===== src/rtl/serial_paralelo.sv =====
// serial_paralelo: receive-side deserializer for phy_rx.
// Shifts in the clk_32f serial stream MSB first and finds byte alignment by
// locking onto a run of N_BC comma bytes (IDLE). Once locked (active), each
// aligned non-idle byte is presented on data_out with valid_out high for
// one byte period. Idle bytes drop valid_out and leave data_out unchanged.
// Alignment is sticky: only reset_L returns the block to the search state.
module serial_paralelo #(
  parameter logic [7:0] IDLE = 8'hBC,
  parameter int         N_BC = 4
) (
  input  logic       clk_32f,
  input  logic       reset_L,
  input  logic       data_in,
  output logic [7:0] data_out,
  output logic       valid_out,
  output logic       active
);

  // The comma run length is held in a 4-bit counter, so the legal range is 1..15.
  localparam logic [3:0] NBC = 4'(N_BC);

  typedef enum logic [1:0] {
    SEARCH = 2'd0,  // sliding-window hunt for the first comma
    ALIGN  = 2'd1,  // comma seen, counting aligned commas
    ACTIVE = 2'd2   // locked, decoding aligned bytes
  } state_t;

  state_t     state, state_n;
  logic [7:0] sr, sr_n;
  logic [2:0] bit_cnt, bit_cnt_n;
  logic [3:0] bc_cnt, bc_cnt_n;
  logic [7:0] data_n;
  logic       valid_n;

  // Byte that completes on this edge: the last seven shifted bits plus the
  // bit being sampled now. Outputs are taken from this so they update on the
  // same edge as the byte's LSB.
  logic [7:0] nxt;
  logic       boundary;
  logic       is_idle;

  assign nxt      = {sr[6:0], data_in};
  assign is_idle  = (nxt == IDLE);
  // bit_cnt==7 means nxt is a complete byte on the locked grid. It is
  // meaningless in SEARCH, where every bit position is tried instead.
  assign boundary = (bit_cnt == 3'd7);

  // active is the state itself, so it rises on the edge that enters ACTIVE.
  assign active = (state == ACTIVE);

  // State, shift register, counters and output registers.
  always_ff @(posedge clk_32f or negedge reset_L) begin
    if (!reset_L) begin
      state     <= SEARCH;
      sr        <= 8'h00;
      bit_cnt   <= 3'd0;
      bc_cnt    <= 4'd0;
      data_out  <= 8'h00;
      valid_out <= 1'b0;
    end else begin
      state     <= state_n;
      sr        <= sr_n;
      bit_cnt   <= bit_cnt_n;
      bc_cnt    <= bc_cnt_n;
      data_out  <= data_n;
      valid_out <= valid_n;
    end
  end

  // Next-state, alignment counting and byte decode.
  always_comb begin
    state_n   = state;
    sr_n      = nxt;
    bit_cnt_n = bit_cnt + 3'd1;
    bc_cnt_n  = bc_cnt;
    data_n    = data_out;
    valid_n   = valid_out;

    case (state)
      SEARCH: begin
        // bit_cnt has no meaning until a comma is found, so it is held.
        bit_cnt_n = bit_cnt;
        if (is_idle) begin
          // This edge closes a byte, so the grid restarts from here:
          // the next edge is bit 0 of the following byte.
          bit_cnt_n = 3'd0;
          bc_cnt_n  = 4'd1;
          state_n   = (NBC == 4'd1) ? ACTIVE : ALIGN;
        end
      end

      ALIGN: begin
        if (boundary) begin
          if (is_idle) begin
            if (bc_cnt + 4'd1 >= NBC) begin
              bc_cnt_n = NBC;  // saturate, never wrap
              state_n  = ACTIVE;
            end else begin
              bc_cnt_n = bc_cnt + 4'd1;
            end
          end else begin
            // Not a comma on the candidate grid: the first match was a
            // false alignment. Resume bit-sliding from the next edge.
            bc_cnt_n = 4'd0;
            state_n  = SEARCH;
          end
        end
      end

      ACTIVE: begin
        // Outputs only change at byte boundaries, which keeps them stable
        // for exactly eight bit clocks. Off-grid commas are ignored.
        if (boundary) begin
          if (is_idle) begin
            valid_n = 1'b0;
          end else begin
            data_n  = nxt;
            valid_n = 1'b1;
          end
        end
      end

      default: begin
        state_n  = SEARCH;
        bc_cnt_n = 4'd0;
      end
    endcase
  end

endmodule

===== config.mk =====
export PLATFORM = sky130hd
export DESIGN_NAME = serial_paralelo
export DESIGN_NICKNAME = d
export VERILOG_FILES = /design/src/rtl/serial_paralelo.sv
export SDC_FILE = /design/constraint.sdc
export NUM_CORES = 1
export LEC_CHECK = 0
export ABC_AREA = 1
export BUFFER_PORTS_ARGS = -buffer_cell sky130_fd_sc_hd__buf_2
export CAP_MARGIN = 20
export CORE_UTILIZATION = 55
export DETAILED_ROUTE_END_ITERATION = 8
export GPL_TIMING_DRIVEN = 0
export PLACE_DENSITY = 0.79
export RECOVER_POWER = 50
export SYNTH_ARGS = -nofsm -noshare
export SYNTH_HDL_FRONTEND = slang
export SYNTH_SLANG_ARGS = --single-unit

===== constraint.sdc =====
create_clock -name clk_32f -period 1.8 [get_ports clk_32f]
set_input_delay 0.27 -clock clk_32f [delete_from_list [all_inputs] [get_ports clk_32f]]
set_output_delay 0.27 -clock clk_32f [all_outputs]
set_load 0.01 [all_outputs]

==> summary.txt <==
Status
  – Outcome: completed

STA
  – Final Max Tran Viols: 0
  – Hold slack: 0.0644 ns
  – Setup violations, final: 0
  – Worst-Margin Slew: 0.602 ns
  – Fin crit share: 0.898
  – Min cycle time layout: 1.62 ns
  – Final hold viol count: 0
  – Maximum operating frequency: 619 MHz
  – Relative slew slack: 0.599
  – RSZ-0062 raised after global routing: false
  – Sum Neg Setup Slack: 0 ns
  – Clock Skews: 0.00745 ns

Cells and area
  – Most frequent cells in the layout: nand2_1, dfrtp_1, nand3_1, buf_2, nor2_1
  – Number of antenna diodes: 0
  – # fillers: 157
  – Final Instance Count excl. Fillers: 159
  – P&R area growth vs syn: 11.9%
  – Fin util: 0.684
  – NumNets Final: 141
  – Share of layout cells above drive strength 1: 0.246
  – Most common cell after layout, fill and taps aside: nand2_1

Routing
  – Total number of vias: 783
  – Initial drt markers: 26
  – Routed Antenna Nets: 0
  – Post-Route WL: 1730 um
  – Drt drc: 0
  – First drt pass iteration count: 4
  – Wire length per cell: 10.9 um
  – Vias/cell: 4.92

Placement
  – Placer Congestion: 0.790
  – I/O Buffers: 12
  – DP Cell Count: 154
  – Post-DP HPWL: 1240 um

Global routing
  – First-pass GRT wire length: 2780 um
  – Vias in the first global route: 649
  – Grt total ovfl: 0
  – Largest net degree at the start of global routing: 26
  – Initial antenna violation count: 0
  – GRT Util Overall: 0.190

Run
  – Max_cap viols: 0

Yosys
  – Number of synthesized register bits: 25
  – Synth unique cells: 19
  – Synth Cell Area: 1090 sq um
  – Post-Syn Nets: 123
  – Syn avg cell area: 9.31 sq um
  – Register area share after synthesis: 0.574
  – Synth warn: 0
  – Cell count after synthesis: 117

Clock network
  – CTS Buf Count: 3
  – Clock transition at the registers of the reported paths: 0.14 ns
  – Setup bufs post-CTS: 0
  – Resized cells post-CTS: 0
  – H-tree level count: 1
  – TritonCTS clock tree: built
  – CTS sink count: 25
  – Max Buffers Root-to-Sink: 2
  – # hold bufs at CTS: 1
  – Clock root buffer: clkbuf_4
  – Clk_lat worst skew: 0.32 ns

Min path
  – Hold Path Class: in -> reg
  – Hold Path Origin: data_in

Die
  – Die width: 46.5 um
  – Starting Density: 0.611
  – I/O pins: 13
  – Die height: 46.5 um
  – Std cell rows: 15
  – Core Footprint: 1780 sq um
  – DIE AREA: 2160 sq um

Setup path
  – CP Launch Point: bit_cnt[0]$_DFFE_PN0P_
  – Arr. time, crit path: 1.84 ns
  – Crit-path cells: ha_1 > ha_1 > clkinv_1 > nand3_1 > nand3_2 > clkinv_1 > nand3_1 > nand2_1
  – Setup Crit Path Kind: reg -> reg
  – Worst setup SP type: flip-flop
  – Critical path data required time: 2.03 ns
  – Worst R2R Start: bit_cnt[0]$_DFFE_PN0P_
  – CP max FO: 5
  – Slowest cell on crit path: dfrtp_1
  – Crit end category: flip-flop
  – Slowest stage delay, CP: 0.42 ns

Power and ir drop
  – Maximum vdd drop: 0.547 mV
  – Leakage: 0.613 nW
  – PwrDens: 730 nW/um^2
-- sequential cells by signal, indices dropped and copies added, names as in the netlist --
name and cells:
valid_out 1, bc_cnt 4, data_out 8, bit_cnt 3
sr 7, state 2
-- cells in the mapped netlist, drive strengths merged --
library cell  number  area (sq um)
nand2             43           171
dfrtp             25           626
nand3             14          75.1
inv               10          37.5
nor2              10          66.3
o21ai              6          41.3
clkinv             3          11.3
ha                 3          37.5
a21oi              1          5.00
buf                1          11.3
o211ai             1          7.51
-- logic make-up (layout without fill, tap and decap cells) --
kind of cell / Yosys count / count (layout) / share of synthesized area
buffers and inverters: 14 / 31 / 0.0551
AOI/OAI and AO/OA: 8 / 8 / 0.0494
DFF: 25 / 25 / 0.574
adders and majority gates: 3 / 3 / 0.0344
and+or+nand+nor: 67 / 67 / 0.287
-- cell type report --
class,count,area [sq um],share of cell area
Multi-Input combinational cell,78,404,0.331
Tap cell,25,31.3,0.0256
Sequential cell,25,626,0.513
Clock inverter,1,7.51,0.00615
Inverter,13,48.8,0.0400
Buffer,1,11.3,0.00923
Timing Repair Buffer,13,68.8,0.0564
Clock buffer,3,22.5,0.0185
-- layer usage --
| metal | global-route usage | vias up | part of all wire | routed length, um |
|---|---|---|---|---|
| met5 | 0 | - | 0 | 0 |
| met4 | 0.106 | 0 | 0.016 | 27 |
| met3 | 0.0471 | 4 | 0.038 | 65 |
| met2 | 0.269 | 16 | 0.46 | 801 |
| met1 | 0.263 | 361 | 0.48 | 832 |
| li1 | - | 402 | - | - |
-- critical path, delay by kind of cell, from the launching register on --
kind / cells / cell delay [ns]
fa+ha+maj: 2 / 0.42
buf+inv: 2 / 0.24
flops: 1 / 0.42
simple gates: 4 / 0.46
-- metrics by stage --
step	power (W)	worst slack, ns	cell area, sq um
after floorplan	0.000618	0.370	1090
after global placement	0.000643	0.252	1180
after detailed placement	0.000645	0.208	1180
after CTS	0.000904	0.185	1220
after global routing	0.000932	0.0757	1220
final	0.000890	0.184	1220
-- report_power, final --
group	leakage [nW]	switching, W	internal, W
logic	0.299	0.0000286	0.0000159
registers	0.300	0.0000102	0.000579
clock network	0.0139	0.000172	0.0000850
total	0.613	0.000210	0.000680
-- final timing paths --
| path | end | slack, ns | cells past startpoint |
|---|---|---|---|
| setup / recovery | state[0]$_DFFE_PN0P_ | 0.18 | 8 |
| hold / removal | sr[0]$_DFF_PN0_ | 0.06 | 1 |
| setup reg to reg | state[0]$_DFFE_PN0P_ | 0.18 | 8 |
| hold reg to reg | sr[6]$_DFF_PN0_ | 0.41 | 0 |
| max in group asynchronous | bit_cnt[2]$_DFFE_PN0P_ | 0.94 | 2 |
| min in group asynchronous | data_out[7]$_DFFE_PN0P_ | 0.47 | 2 |
Note: power is estimated with default switching activity, not from simulation.
